==> src/rtl/l1_cache.sv <==
// l1_cache: direct-mapped, write-back, write-allocate L1 data cache.
// The CPU side takes 32-bit word requests; the memory side moves whole 256-bit lines.
// Hits complete combinationally in the request cycle. A miss first writes back a
// dirty victim (if there is one), then fills the line, then re-evaluates as a hit.
module l1_cache #(
   parameter int NUM_SETS = 8
) (
   input  logic         clk,
   input  logic         rst_n,
   input  logic [31:0]  mem_address,
   input  logic         mem_read,
   input  logic         mem_write,
   input  logic [3:0]   mem_byte_enable,
   input  logic [31:0]  mem_wdata,
   output logic [31:0]  mem_rdata,
   output logic         mem_resp,
   input  logic [255:0] pmem_rdata,
   input  logic         pmem_resp,
   output logic [31:0]  pmem_address,
   output logic [255:0] pmem_wdata,
   output logic         pmem_read,
   output logic         pmem_write
);
   localparam int IDX = $clog2(NUM_SETS);
   localparam int TAG = 27 - IDX;

   typedef enum logic [1:0] {IDLE, WRITEBACK, ALLOCATE} state_t;

   state_t               state_q, state_d;
   logic                 pmem_read_q, pmem_write_q;
   logic [NUM_SETS-1:0]  valid_q, valid_d, dirty_q, dirty_d;
   logic [TAG-1:0]       tag_q  [NUM_SETS];
   logic [255:0]         data_q [NUM_SETS];
   logic [TAG-1:0]       tag_d;
   logic [255:0]         data_d;
   logic                 data_we, tag_we;

   // Address decode: the byte offset is irrelevant to word-granular requests.
   logic [IDX-1:0] idx;
   logic [TAG-1:0] addr_tag;
   logic [2:0]     word;
   logic           unused_byte_ofs;
   assign idx             = mem_address[4+IDX:5];
   assign addr_tag        = mem_address[31:5+IDX];
   assign word            = mem_address[4:2];
   assign unused_byte_ofs = ^mem_address[1:0];

   logic         req, hit;
   logic [255:0] cur_line, merged;
   assign req      = mem_read | mem_write;
   assign cur_line = data_q[idx];
   assign hit      = (state_q == IDLE) & req & valid_q[idx] & (tag_q[idx] == addr_tag);

   // CPU response: the selected word of the hit line, forced to zero otherwise.
   always_comb begin
      mem_resp  = hit;
      mem_rdata = hit ? cur_line[32*int'(word) +: 32] : 32'h0;
   end

   // Byte-lane merge of the write data into the resident line.
   always_comb begin
      merged = cur_line;
      for (int b = 0; b < 4; b++)
         if (mem_byte_enable[b])
            merged[32*int'(word) + 8*b +: 8] = mem_wdata[8*b +: 8];
   end

   // Next-state, line-update and status-bit logic for the miss FSM.
   always_comb begin
      state_d = state_q;
      valid_d = valid_q;
      dirty_d = dirty_q;
      data_d  = merged;
      tag_d   = addr_tag;
      data_we = 1'b0;
      tag_we  = 1'b0;
      case (state_q)
         IDLE: begin
            if (hit && mem_write) begin
               data_we      = 1'b1;
               dirty_d[idx] = 1'b1;
            end else if (req && !hit) begin
               state_d = (valid_q[idx] && dirty_q[idx]) ? WRITEBACK : ALLOCATE;
            end
         end
         WRITEBACK: if (pmem_resp) state_d = ALLOCATE;
         ALLOCATE: begin
            if (pmem_resp) begin
               data_d       = pmem_rdata;
               data_we      = 1'b1;
               tag_we       = 1'b1;
               valid_d[idx] = 1'b1;
               dirty_d[idx] = 1'b0;
               state_d      = IDLE;
            end
         end
         default: state_d = IDLE;
      endcase
   end

   // FSM state plus registered pmem strobes; reset abandons any line transfer.
   always_ff @(posedge clk or negedge rst_n) begin
      if (!rst_n) begin
         state_q      <= IDLE;
         pmem_read_q  <= 1'b0;
         pmem_write_q <= 1'b0;
      end else begin
         state_q      <= state_d;
         pmem_read_q  <= (state_d == ALLOCATE);
         pmem_write_q <= (state_d == WRITEBACK);
      end
   end

   // Line status bits; cleared on reset so every line misses afterwards.
   always_ff @(posedge clk or negedge rst_n) begin
      if (!rst_n) begin
         valid_q <= '0;
         dirty_q <= '0;
      end else begin
         valid_q <= valid_d;
         dirty_q <= dirty_d;
      end
   end

   // Data and tag storage; contents are meaningless until valid is set.
   always_ff @(posedge clk) begin
      if (data_we) data_q[idx] <= data_d;
      if (tag_we)  tag_q[idx]  <= tag_d;
   end

   // Memory-side address/data: victim line in WRITEBACK, requested line in ALLOCATE.
   always_comb begin
      pmem_read    = pmem_read_q;
      pmem_write   = pmem_write_q;
      pmem_address = 32'h0;
      pmem_wdata   = '0;
      if (state_q == WRITEBACK) begin
         pmem_address = {tag_q[idx], idx, 5'b0};
         pmem_wdata   = cur_line;
      end else if (state_q == ALLOCATE) begin
         pmem_address = {addr_tag, idx, 5'b0};
      end
   end
endmodule

==> config.mk <==
export PLATFORM = sky130hd
export DESIGN_NAME = l1_cache
export DESIGN_NICKNAME = d
export VERILOG_FILES = /design/src/rtl/l1_cache.sv
export SDC_FILE = /design/constraint.sdc
export NUM_CORES = 2
export LEC_CHECK = 0
export BUFFER_PORTS_ARGS = -buffer_cell sky130_fd_sc_hd__buf_2
export CAP_MARGIN = 5
export CORE_MARGIN = 5
export CORE_UTILIZATION = 43
export CTS_BUF_LIST = sky130_fd_sc_hd__clkbuf_8
export DETAILED_ROUTE_END_ITERATION = 6
export PLACE_DENSITY_LB_ADDON = 0.2
export SYNTH_ARGS = -nofsm -noshare
export SYNTH_HDL_FRONTEND = slang
export SYNTH_SLANG_ARGS = --single-unit
==> constraint.sdc <==
create_clock -name clk -period 46.5 [get_ports clk]
set_clock_uncertainty 0.15 [all_clocks]
set_input_delay 0 -clock clk [delete_from_list [all_inputs] [get_ports clk]]
set_output_delay 0 -clock clk [all_outputs]
set_load 0.01 [all_outputs]
==> metrics.md <==
| Metric | Value |
|---|---|
| Status | `finished with violations` |
| Violated checks | `design-rule violations` |
| Area after DPL | `100,000 µm²` |
| Syn_area_per_cell | `15.5 µm²` |
| Most frequent cells in the layout | `2,240 x edfxtp_1, 708 x nor2_1, 648 x dlygate4sd3_1` |
| Routed WL per cell | `33.5 µm` |
| Primary FF master, synth | `edfxtp_1` |
| TritonCTS Sinks | `2,260` |
| EDFF count, synth | `2,240` |
| Data arrival, critical path | `7.88 ns` |
| Starting Density | `43.2%` |
| Die ar. | `228,000 µm²` |
| Routability cong. | `0.867` |
| Routed Antenna Nets | `0` |
| CTS H-tree depth | `5` |
| Seq cells post-synth | `2,260` |
| Antenna violations before repair | `28` |
| Design area | `113,000 µm²` |
| First-pass GRT wire length | `491,000 µm` |
| Crit path to | `data_q[5][98]$_DFFE_PP_` |
| P_leak | `39.2 nW` |
| Register area share after synthesis | `72.2%` |
| Commonest non-fill, non-tap cell in the layout | `edfxtp_1` |
| Peak supply drop | `32.8 µV` |
| Final design utilization | `52.2%` |
| Final hold violations | `0` |
| CP startpoint | `mem_address[6]` |
| Max-slew headroom | `0.595%` |
| Async S/R FF share, synth | `0.885%` |
| Die Wd | `477 µm` |
| Residual DRC | `3` |
| Cell Area, Synth | `93,900 µm²` |
| Largest net degree at the start of global routing | `174` |
| WS Path Type | `in2reg` |
| Total power | `4.50 mW` |
| Synth area leaders | `edfxtp_1 72%, mux4_2 3.6%, nor2_1 2.9%, mux2i_1 2.7%, a221oi_1 2.5%` |
| Gate Count Post-Synth | `6,055` |
| 1st-pass router iterations | `7` |
| Worst setup EP type | `flip-flop` |
| Startpoint types | `primary input` |
| Area growth from synthesis to layout | `20.9%` |
| Global Route Usage Sum | `30.0%` |
| Fillers | `18,000` |
| CTS buffer count | `392` |
| Via count | `65,900` |
| Final Setup Violations | `0` |
| Die Y | `477 µm` |
| Post-CTS resize count | `0` |
| Rows | `171` |
| Data required, critical path | `47.01 ns` |
| Post-synth top area cell | `edfxtp_1` |
| Reg2reg path depth | `11` |
| Post-Route Setup TNS | `0 ns` |
| Num ports | `652` |
| Max-Cap Viols | `0` |
| Post-layout minimum cycle time | `7.37 ns` |
| Reg-to-Reg Start | `tag_q[7][23]$_DFFE_PP_` |
| Total grt overflow | `0` |
| DR vias/cell | `6.25` |
| Slew Viols, Final | `0` |
| Clk_lat worst skew | `1.08 ns` |
| Share of cells above drive strength 1 | `21.5%` |
| Setup bufs post-CTS | `0` |
| Crit Path Max Fanout | `129` |
| Ys Warns | `0` |
| Input/output buffers | `644` |
| Fmax | `136 MHz` |
| CTS clk-pin slew, worst paths | `0.06 ns` |
| DRT Wirelength | `353,000 µm` |
| Fin worst setup slack | `39.13 ns` |
| CTS Buffer Depth | `4` |
| Core ar. | `217,000 µm²` |
| DR iter-0 viols | `8,072` |
| Slew @ Worst Pin | `1.49 ns` |
| DP HPWL | `207,000 µm` |
| Root Buffer | `clkbuf_8` |
| Final net count | `7,743` |
| Power per cell area | `39.6 nW/µm²` |
| Final period util | `15.8%` |
| Share of the synthesized area in the top cell type | `71.7%` |
| RSZ-0062 raised after global routing | `no` |
| Endpoint of the worst-slack reg-to-reg timing path | `data_q[5][98]$_DFFE_PP_` |
| Setup slack, reg-to-reg | `40.29 ns` |
| Vias in the first global route | `64,300` |
| Synth unique cells | `70` |
| Worst slack, placed | `38.80 ns` |
| CTS tree | `done` |
| Worst min-delay path class | `in2reg` |
[cell usage after synthesis, types with 68 or more instances]
| cell | n |
|---|---|
| mux2i_1 | 251 |
| buf_1 | 70 |
| buf_2 | 68 |
| a221oi_1 | 269 |
| a21oi_1 | 306 |
| nor2_1 | 726 |
| mux2_2 | 148 |
| mux4_2 | 150 |
| a31oi_1 | 188 |
| o21ai_0 | 78 |
| a22oi_1 | 226 |
| clkbuf_1 | 313 |
| edfxtp_1 | 2240 |
| and3_1 | 74 |
| nand2_1 | 193 |
[cell families after synthesis]
logic type | count (synthesis) | share of synthesized area, %
flops | 2260 | 72.2
simple gates | 1213 | 5.63
buf+inv | 514 | 2.36
mux | 576 | 8.40
xor+xnor | 6 | 0.0560
compound gates | 1479 | 11.3
fa+ha+maj | 6 | 0.0800
other cells | 1 | 0.00400
[sequential cells by signal, indices dropped and copies added, names as in the netlist, named ones only]
| name | flops |
|---|---|
| data_q | 2048 |
| valid_q | 8 |
| tag_q | 192 |
| pmem_read | 1 |
| pmem_write | 1 |
| state_q | 2 |
[layout make-up]
type | count | area (µm²) | share of cell area [%]
Antenna cell | 21 | 52.6 | 0.0463
Timing Repair Buffer | 1455 | 11100 | 9.82
Multi-Input combinational cell | 3285 | 24200 | 21.3
Clock inverter | 266 | 1170 | 1.03
Inverter | 14 | 65.1 | 0.0573
Tap cell | 2854 | 3570 | 3.15
Clock buffer | 399 | 5490 | 4.84
Sequential cell | 2260 | 67800 | 59.7
[worst min-delay path by stage]
| stage | to | from | cells past startpoint | slack [ns] |
|---|---|---|---|---|
| floorplan | asynchronous set/reset pin | rst_n | 0 | -0.45 |
| global placement | pmem_write$_DFF_PN0_ | rst_n | 1 | -0.16 |
| detailed placement | pmem_write$_DFF_PN0_ | rst_n | 1 | -0.15 |
| CTS | data_q[4][30]$_DFFE_PP_ | mem_wdata[30] | 4 | 0.0009 |
| global route | data_q[5][215]$_DFFE_PP_ | pmem_rdata[215] | 4 | 0.04 |
| finish | data_q[2][9]$_DFFE_PP_ | pmem_rdata[9] | 4 | 0.08 |
[critical path: stages]
cell and delay [ns]:
dlygate4sd3_1 0.57, buf_8 0.37, buf_4 0.66, buf_4 0.77, nor2b_1 0.18, buf_4 0.27
a22oi_1 0.22, o211ai_1 0.21, xor2_1 0.22, or3b_1 0.46, or4b_1 0.57, buf_4 0.27
a21oi_4 0.22, buf_12 0.71, buf_4 0.89, buf_4 0.74
[report_power, final]
group          leakage [nW]  switching, mW  internal, mW
Combinational          14.8          0.354         0.166
Sequential             20.5         0.0111          2.36
Clock                  3.93          0.791         0.810
Total                  39.2           1.16          3.34
[per-layer routing]
layer | global-route usage (%) | up-vias | wire length (µm)
li1 | - | 27000 | -
met2 | 46.6 | 4352 | 161000
met4 | 18.1 | 10 | 24800
met1 | 39.0 | 33500 | 132000
met3 | 6.50 | 1019 | 34800
met5 | 0 | - | 67
[through the flow]
| stage | hold WS (ns) | instances |
|---|---|---|
| 2_1_floorplan | -0.446 | 6059 |
| 3_3_place_gp | -0.159 | 9220 |
| 3_5_place_dp | -0.150 | 9220 |
| 4_1_cts | 0.000920 | 10500 |
| 5_1_grt | 0.0410 | 10500 |
| 6_report | 0.0847 | 10600 |
[repair_timing]
action	in CTS	in global routing
hold endpoints to repair	2283	0
hold buffers	648	0
endpoints found under the setup margin	0	0
(Power assumes the default switching activity.)
